`src/rtl/arb_pkg.sv`:
```
// Shared constants and helpers for the arbiter client side and the arbiter checker.
package arb_pkg;

  localparam int NCH_DEF        = 4;
  localparam int CNT_W_DEF      = 3;
  localparam int STARVE_LIM_DEF = 15;

  typedef enum logic {
    CH_IDLE = 1'b0,
    CH_PEND = 1'b1
  } chan_state_e;

  // True when at most one bit is set; callers zero-extend vectors up to 32 bits.
  function automatic logic is_onehot0(input logic [31:0] vec);
    return (vec & (vec - 32'd1)) == 32'd0;
  endfunction

endpackage

```
`src/rtl/arb_req_chan.sv`:
```
// One requester channel: pending-job counter, held request, completion/drop pulses
// and starvation tracking.
//
//   state   | meaning
//   --------+----------------------------------------------
//   CH_IDLE | cnt == 0, no request to the arbiter
//   CH_PEND | cnt != 0, request held until all jobs consumed
module arb_req_chan
  import arb_pkg::*;
#(
  parameter int CNT_W      = CNT_W_DEF,
  parameter int STARVE_LIM = STARVE_LIM_DEF
) (
  input  logic clk,
  input  logic rst,
  input  logic job,
  input  logic gvalid,
  output logic req,
  output logic full,
  output logic done,
  output logic drop,
  output logic starve
);

  localparam logic [CNT_W-1:0] CNT_MAX = {CNT_W{1'b1}};
  localparam logic [7:0]       LIM     = 8'(STARVE_LIM);

  logic [CNT_W-1:0] cnt_q, cnt_d;
  logic [7:0]       wait_q, wait_d;
  logic             starve_q, starve_d;
  logic             done_q, done_d;
  logic             drop_q, drop_d;
  logic             consume;
  chan_state_e      st;

  // The state is fully encoded by the counter, so it is decoded rather than stored.
  assign st      = (cnt_q != '0) ? CH_PEND : CH_IDLE;
  assign req     = (st == CH_PEND);
  assign full    = (cnt_q == CNT_MAX);
  assign consume = gvalid & req;

  always_ff @(posedge clk or negedge rst) begin
    if (!rst) begin
      cnt_q    <= '0;
      wait_q   <= '0;
      starve_q <= 1'b0;
      done_q   <= 1'b0;
      drop_q   <= 1'b0;
    end else begin
      cnt_q    <= cnt_d;
      wait_q   <= wait_d;
      starve_q <= starve_d;
      done_q   <= done_d;
      drop_q   <= drop_d;
    end
  end

  always_comb begin
    cnt_d    = cnt_q;
    wait_d   = wait_q;
    starve_d = starve_q;
    done_d   = consume;
    drop_d   = 1'b0;

    // A job arriving with a consume cancels out, even when the counter is full.
    if (consume && !job) begin
      cnt_d = cnt_q - 1'b1;
    end else if (job && !consume) begin
      if (full) drop_d = 1'b1;
      else      cnt_d  = cnt_q + 1'b1;
    end

    if (!req || consume)  wait_d = '0;
    else if (wait_q < LIM) wait_d = wait_q + 8'd1;

    if (consume)            starve_d = 1'b0;
    else if (wait_d == LIM) starve_d = 1'b1;
  end

  assign done   = done_q;
  assign drop   = drop_q;
  assign starve = starve_q;

endmodule

```
`src/rtl/arb_requester.sv`:
```
// Client-side front end for the fixed-priority arbiter: per-channel job queues
// feeding held req lines, grant consumption and grant-protocol error detection.
module arb_requester
  import arb_pkg::*;
#(
  parameter int NCH        = NCH_DEF,
  parameter int CNT_W      = CNT_W_DEF,
  parameter int STARVE_LIM = STARVE_LIM_DEF
) (
  input  logic           clk,
  input  logic           rst,
  input  logic [NCH-1:0] job,
  input  logic [NCH-1:0] grant,
  output logic [NCH-1:0] req,
  output logic [NCH-1:0] done,
  output logic [NCH-1:0] full,
  output logic [NCH-1:0] drop,
  output logic [NCH-1:0] starve,
  output logic           err
);

  logic [NCH-1:0] gvalid;
  logic           multi;
  logic           stray;
  logic           err_q;

  // A multi-hot grant is discarded entirely; a grant on an idle channel is dropped per bit.
  assign multi  = !is_onehot0(32'(grant));
  assign stray  = |(grant & ~req);
  assign gvalid = multi ? '0 : (grant & req);

  always_ff @(posedge clk or negedge rst) begin
    if (!rst) err_q <= 1'b0;
    else      err_q <= multi | stray;
  end

  assign err = err_q;

  for (genvar i = 0; i < NCH; i++) begin : g_ch
    arb_req_chan #(
      .CNT_W      (CNT_W),
      .STARVE_LIM (STARVE_LIM)
    ) u_chan (
      .clk    (clk),
      .rst    (rst),
      .job    (job[i]),
      .gvalid (gvalid[i]),
      .req    (req[i]),
      .full   (full[i]),
      .done   (done[i]),
      .drop   (drop[i]),
      .starve (starve[i])
    );
  end

endmodule

```
`config.mk`:
```
export PLATFORM = sky130hd
export DESIGN_NAME = arb_requester
export DESIGN_NICKNAME = d
export VERILOG_FILES = /design/src/rtl/arb_pkg.sv /design/src/rtl/arb_req_chan.sv /design/src/rtl/arb_requester.sv
export SDC_FILE = /design/constraint.sdc
export NUM_CORES = 1
export LEC_CHECK = 0
export CORE_AREA = 2 2 121 64
export DETAILED_ROUTE_END_ITERATION = 6
export DIE_AREA = 0 0 123 66
export SLEW_MARGIN = 0
export SYNTH_ARGS = -nofsm -noshare
export SYNTH_HDL_FRONTEND = slang
export SYNTH_SLANG_ARGS = --single-unit
```
`constraint.sdc`:
```
create_clock -name clk -period 2.3 [get_ports clk]
set_input_delay 0.46 -clock clk [delete_from_list [all_inputs] [get_ports clk]]
set_output_delay 0.46 -clock clk [all_outputs]
set_load 0.02 [all_outputs]
```
Yosys cells after proc, flatten, opt, wreduce, memory -nomap -nowiden

Cells that the tools add are included.

Equality and inequality tests: 12
Bitwise logic cells: 9
Add/subtract/negate cells: 13
Mux-type cells: 45
Magnitude comparators: 4
Reduce and logical (&&, ||, !) cells: 43

Operators with widths:

| operator              | number |
|---|---|
| $mux W8               | 8 |
| $mux W3               | 12 |
| $add A8 B1 Y8 const B | 4 |
| $and A4 B32 Y32       | 1 |
| $eq A8 B4 Y1 const B  | 4 |
| $logic_not A32 Y1     | 1 |
| $lt A8 B4 Y1 const B  | 4 |
| $mux W1               | 24 |
| $reduce_bool A2 Y1    | 8 |
| $logic_not A1 Y1      | 13 |
| $add A3 B1 Y3 const B | 4 |
| $eq A3 B3 Y1 const B  | 4 |
| $reduce_bool A3 Y1    | 4 |
| $sub A3 B1 Y3 const B | 4 |
| $and A4 B4 Y4         | 2 |
| $logic_and A1 B1 Y1   | 8 |
| $ne A2 B2 Y1 const B  | 4 |
| $reduce_and A2 Y1     | 4 |
| $sub A4 B1 Y5 const B | 1 |
| $and A1 B1 Y1         | 4 |
| $logic_or A1 B1 Y1    | 4 |
| $mux W4               | 1 |
| $not A4 Y4            | 1 |
| $reduce_or A4 Y1      | 1 |
| $or A1 B1 Y1          | 1 |

Logic and storage cells: 147
Output and inout port bits: 21
Input port bits: 10
Register bits after elaboration: 57

Longest topological paths before layout

Word-level depth: 10
Gate-level depth with buffers: 11
Depth with buffers taken out: 11

By module

From an unflattened synthesis, not the netlist that was laid out.

Cell total of the unflattened synthesis: 265
Area, all modules: 2854.0 um^2

By module, submodules not included:

| module                            | sequential area each (um^2) | cells an instance | area an instance (um^2) | instances |
|---|---|---|---|---|
| arb_req_chan (g_ch[0].u_chan ...) | 350.3                       | 62                | 679.4                   | 3 |
| arb_req_chan (g_ch[3].u_chan)     | 350.3                       | 65                | 704.4                   | 1 |
| arb_requester                     | 25.0                        | 14                | 111.4                   | 1 |

Worst setup path after synthesis

Ideal clock, no wire load.

Path kind: input to register
Start point: in grant[2]
End point: reg g_ch[3].u_chan.cnt_q[2]
Stages on the path: 9
Setup time: 79 ps
Path slack: -119 ps
Required time: 2221 ps
Path buffers: 0
Arrival: 2340 ps
Cells stage by stage: or4b_1 nor2_1 ha_1 inv_1 fa_1 nor3_1 a21oi_1 nor2_1 xor2_1

Longest elaborated chain between the ends: 9
Elaborated cells on any way between the ends: 12
Those cells by class: add/sub: 1; eq/ne: 1; mux: 2; bitwise: 2; reduce/logical: 6

RTL lines:

| what                                | line                | source |
|---|---|---|
| start: declaration                  | arb_requester.sv:13 | `input logic [NCH-1:0] grant,` |
| $sub A4 B1 Y5                       | arb_pkg.sv:15       | `return (vec & (vec - 32'd1)) == 32'd0;` |
| $and A4 B32 Y32 *                   | arb_pkg.sv:15       |  |
| $logic_not A32 Y1 *                 | arb_pkg.sv:15       |  |
| $mux W4 *                           | arb_requester.sv:30 | `assign gvalid = multi ? '0 : (grant & req);` |
| $and A1 B1 Y1 *                     | arb_req_chan.sv:40  | `assign consume = gvalid & req;` |
| via g_ch[3].u_chan.consume          | arb_req_chan.sv:33  | `logic consume;` |
| $logic_not A1 Y1                    | arb_req_chan.sv:68  | `end else if (job && !consume) begin` |
| $logic_and A1 B1 Y1                 | arb_req_chan.sv:68  |  |
| $reduce_bool A2 Y1 (no source line) | -                   |  |
| $reduce_and A2 Y1 (no source line)  | -                   |  |
| end signal: assignment              | arb_req_chan.sv:50  | `cnt_q <= cnt_d;` |
| end: declaration                    | arb_req_chan.sv:28  | `logic [CNT_W-1:0] cnt_q, cnt_d;` |

The timed path passes the listed nets; every way through them passes the cells marked *.
A chain may end at the register's enable or synchronous reset.

Final worst setup path

Start point: reg g_ch[2].u_chan.cnt_q[0]
End point: out req[2]

Longest elaborated chain between the ends: 2

RTL lines:

| what                     | line                | source |
|---|---|---|
| start: declaration       | arb_req_chan.sv:28  |  |
| start signal: assignment | arb_req_chan.sv:50  |  |
| $reduce_bool A3 Y1       | arb_req_chan.sv:37  | `assign st = (cnt_q != '0) ? CH_PEND : CH_IDLE;` |
| $mux W1                  | arb_req_chan.sv:37  |  |
| end: declaration         | arb_requester.sv:14 | `output logic [NCH-1:0] req,` |

Every way passes these cells.

==> qor.csv <==
stage,metric,value,unit
worst_setup_path,worstPathArrival,1.76,ns
cells_and_area,antenna_cells,0,
logic_synthesis,synthFlopType,dfrtp_1,
die,ioPinCount,31,
timing,tns,0,ns
logic_synthesis,seq_area_frac_synth,48.3,%
worst_setup_path,worstSetupEndpointType,primary output,
worst_setup_path,worstPathMaxFanout,7,
drt,routedWlPerCell,13.2,µm
timing,setup_slack,0.0822,ns
power_and_ir_drop,seqPwrFrac,35.3,%
cells_and_area,regArea,1430,µm²
cts,clk_pin_slew,0.05,ns
cells_and_area,nNetsFinal,355,
power_and_ir_drop,fin_total_pwr,4.49,mW
place,dp_slack,-0.576,ns
timing,setup_violations,0,
drt,wirelength,5650,µm
cts,htree_levels,3,
timing,rsz0062_at_grt,yes,
cts,clkLatencyLatePin,0.33,ns
worst_hold_path,hold_path_class,primary input to async pin,
cts,cts_tree,yes,
global_routing,gr-usage-all-layers,15.6,%
power_and_ir_drop,switchingPower,1.54,mW
drt,drc,0,
logic_synthesis,ys_seq_elements,57,
timing,drv_slew,0,
global_routing,antenna_found_initial,0,
worst_setup_path,cp.required,1.84,ns
global_routing,grt_pass1_wl,9410,µm
power_and_ir_drop,max-vdd-ir-drop,0.000380,V
cells_and_area,fillers,613,
drt,postRouteAntennaNets,0,
timing,fmax,0.451,GHz
logic_synthesis,syn_area_per_cell,10.5,µm²
logic_synthesis,yosysMostFrequentCell,dfrtp_1,
cts,cts_buffers,9,
die,start_util,41.6,%
place,hpwl,3870,µm
power_and_ir_drop,p_int,2.95,mW
power_and_ir_drop,pwr-share-comb,35.7,%
worst_setup_path,startpoint_type,flop,
timing,finClkSkew,0.0109,ns
timing,worstMarginPinSlew,0.384,ns
global_routing,grt_max_degree,58,
die,coreArea,7100,µm²
place,place.gp.congestion,0.773,
timing,fin_crit_sh,96.4,%
run,cap_violations,0,
worst_setup_path,r2r_slack,0.20,ns
logic_synthesis,ys_top_cells_by_area,"dfrtp_1 (48%), ha_1 (5.9%), buf_4 (5.1%)",
drt,vias_per_cell,4.69,
logic_synthesis,yosys_warnings,0,
logic_synthesis,async_reset_ff_share,100,%
place,portBuffers,30,
power_and_ir_drop,p_leak,1.89,nW
drt,routed-via-count,2014,
cells_and_area,syn2layout_area_growth,28.7,%
die,die_area,8120,µm²
cells_and_area,drive_above_1_share,22.8,%
logic_synthesis,netlist_area,2950,µm²
logic_synthesis,syn-num-nets,307,
status,outcome,"complete, no violations",
power_and_ir_drop,p_clk_share,29.0,%
drt,dr.pass1.iters,4,
die,die_h,66,µm
logic_synthesis,synth_cells,280,
logic_synthesis,synth_top_area_share,48.3,%
drt,drt-initial-drc-count,86,
power_and_ir_drop,switching_share,34.3,%
global_routing,grt_pass1_vias,1980,
cells_and_area,multi_input_area,1380,µm²
cts,cts-root-buf,clkbuf_16,
logic_synthesis,synth_enable_flop_cells,0,
worst_setup_path,criticalPathCategory,flop to primary output,
logic_synthesis,synthTopCellsByCount,"dfrtp_1 (57), nor2_1 (22), inv_1 (21), buf_4 (20), and3_1 (18)",
timing,holdWs,0.115,ns
die,fp.dieW,123,µm
die,row_count,22,
power_and_ir_drop,power.density,1180,nW/µm²
timing,hold_viol_final,0,
global_routing,overflow,0,
timing,finalCriticalPeriod,2.22,ns
timing,slew_headroom,74.2,%
logic_synthesis,synth_cell_types,42,
cts,cts_buffer_depth,2,
cts,clkSinkCount,57,
logic_synthesis,yosys.area.top_type,dfrtp_1,
power groups by stage:
stage          Combinational, mW  Sequential [mW]  Clock [mW]
2_1_floorplan               1.21             1.53           0
3_3_place_gp                1.55             1.58           0
3_5_place_dp                1.58             1.59           0
4_1_cts                     1.58             1.58        1.34
5_1_grt                     1.82             1.64        1.39
6_report                    1.60             1.59        1.30
worst max-delay path, cell delays in order (launching register included):
cell             delay, ns
dfrtp_1               0.43
nor3_2                0.22
inv_1                 0.07
buf_4                 0.16
clkdlybuf4s50_1       0.54
cell families after synthesis:
kind of cell,Yosys count,share of synthesized area (%)
AO/OA/AOI/OAI,26,5.34
buffers and inverters,42,7.92
XOR/XNOR,14,4.15
AND/OR/NAND/NOR,112,22.2
adder cells (fa/ha/maj),17,7.97
multiplexers,12,4.15
flip-flops,57,48.3
sequential cells by signal (all words and copies together) (netlist names):
| register | cells |
|---|---|
| g_ch.u_chan.drop | 4 |
| g_ch.u_chan.starve | 4 |
| g_ch.u_chan.done | 4 |
| err | 1 |
| g_ch.u_chan.wait_q | 32 |
| g_ch.u_chan.cnt_q | 12 |
area by class of cell:
cell class              instances  area share [%]
flip-flops and latches         57            37.5
clock inverters                 3            1.05
repair buffers                 58            13.3
multi-input cells             181            36.3
clock buffers                  13            6.58
inverters                      21            2.07
well taps                      96            3.16
placed cells by master (no fill, tap or decap), types with 2 or more instances in the layout:
cell and count:
dfrtp_1 57, buf_4 27, clkdlybuf4s50_1 24, nor2_1 21, inv_1 20, and3_1 18, nand2_1 17, a21oi_1 13
ha_1 12, nand3_1 10, mux2i_1 10, xor2_1 9, clkbuf_16 9, nor3_1 7, and2_1 6, xnor2_1 5
o21ai_0 5, nor3_2 4, a22oi_1 3, fa_2 3, clkbuf_1 3, clkbuf_2 3, or4_4 2, nor3b_2 2
nor2_2 2, nor4_4 2, nor2b_1 2, and4b_1 2, mux2_2 2, a22o_2 2, clkinv_2 2
final timing paths:
kind                       depth (start not counted)                                 from                             endpoint
max in group asynchronous                          2                                  rst   g_ch[1].u_chan.wait_q[0]$_DFF_PN0_
hold reg to reg                                    1   g_ch[0].u_chan.wait_q[7]$_DFF_PN0_   g_ch[0].u_chan.wait_q[7]$_DFF_PN0_
setup reg to reg                                  10  g_ch[1].u_chan.cnt_q[0]$_DFFE_PN0P_  g_ch[1].u_chan.cnt_q[2]$_DFFE_PN0P_
min in group clk                                   1   g_ch[0].u_chan.wait_q[7]$_DFF_PN0_   g_ch[0].u_chan.wait_q[7]$_DFF_PN0_
setup / recovery                                   4  g_ch[2].u_chan.cnt_q[0]$_DFFE_PN0P_                               req[2]
hold / removal                                     2                                  rst        g_ch[2].u_chan.done$_DFF_PN0_
what timing repair did:
item | CTS | global route
resized for setup | 7 | 19
pin swaps | 2 | 6
hold buffers | 0 | 0
setup buffers | 1 | 1
endpoints found under the setup margin | 7 | 5
metal layers:
| layer | up-vias | GRT usage, % | part of all wire [%] |
|---|---|---|---|
| met5 | - | 0 | 0 |
| met4 | 0 | 7.67 | 1.6 |
| met3 | 10 | 6.21 | 4.1 |
| met2 | 22 | 22.5 | 45 |
| met1 | 949 | 20.5 | 50 |
| li1 | 1033 | - | - |
metrics by stage:
step	cells	instance area, µm²	util (%)
after global placement	411	3440	48.5
after global routing	429	3800	53.5
after CTS	428	3750	52.9
after floorplan	280	2980	-
final	429	3800	53.5
after detailed placement	411	3440	48.5
(Power assumes the default switching activity.)
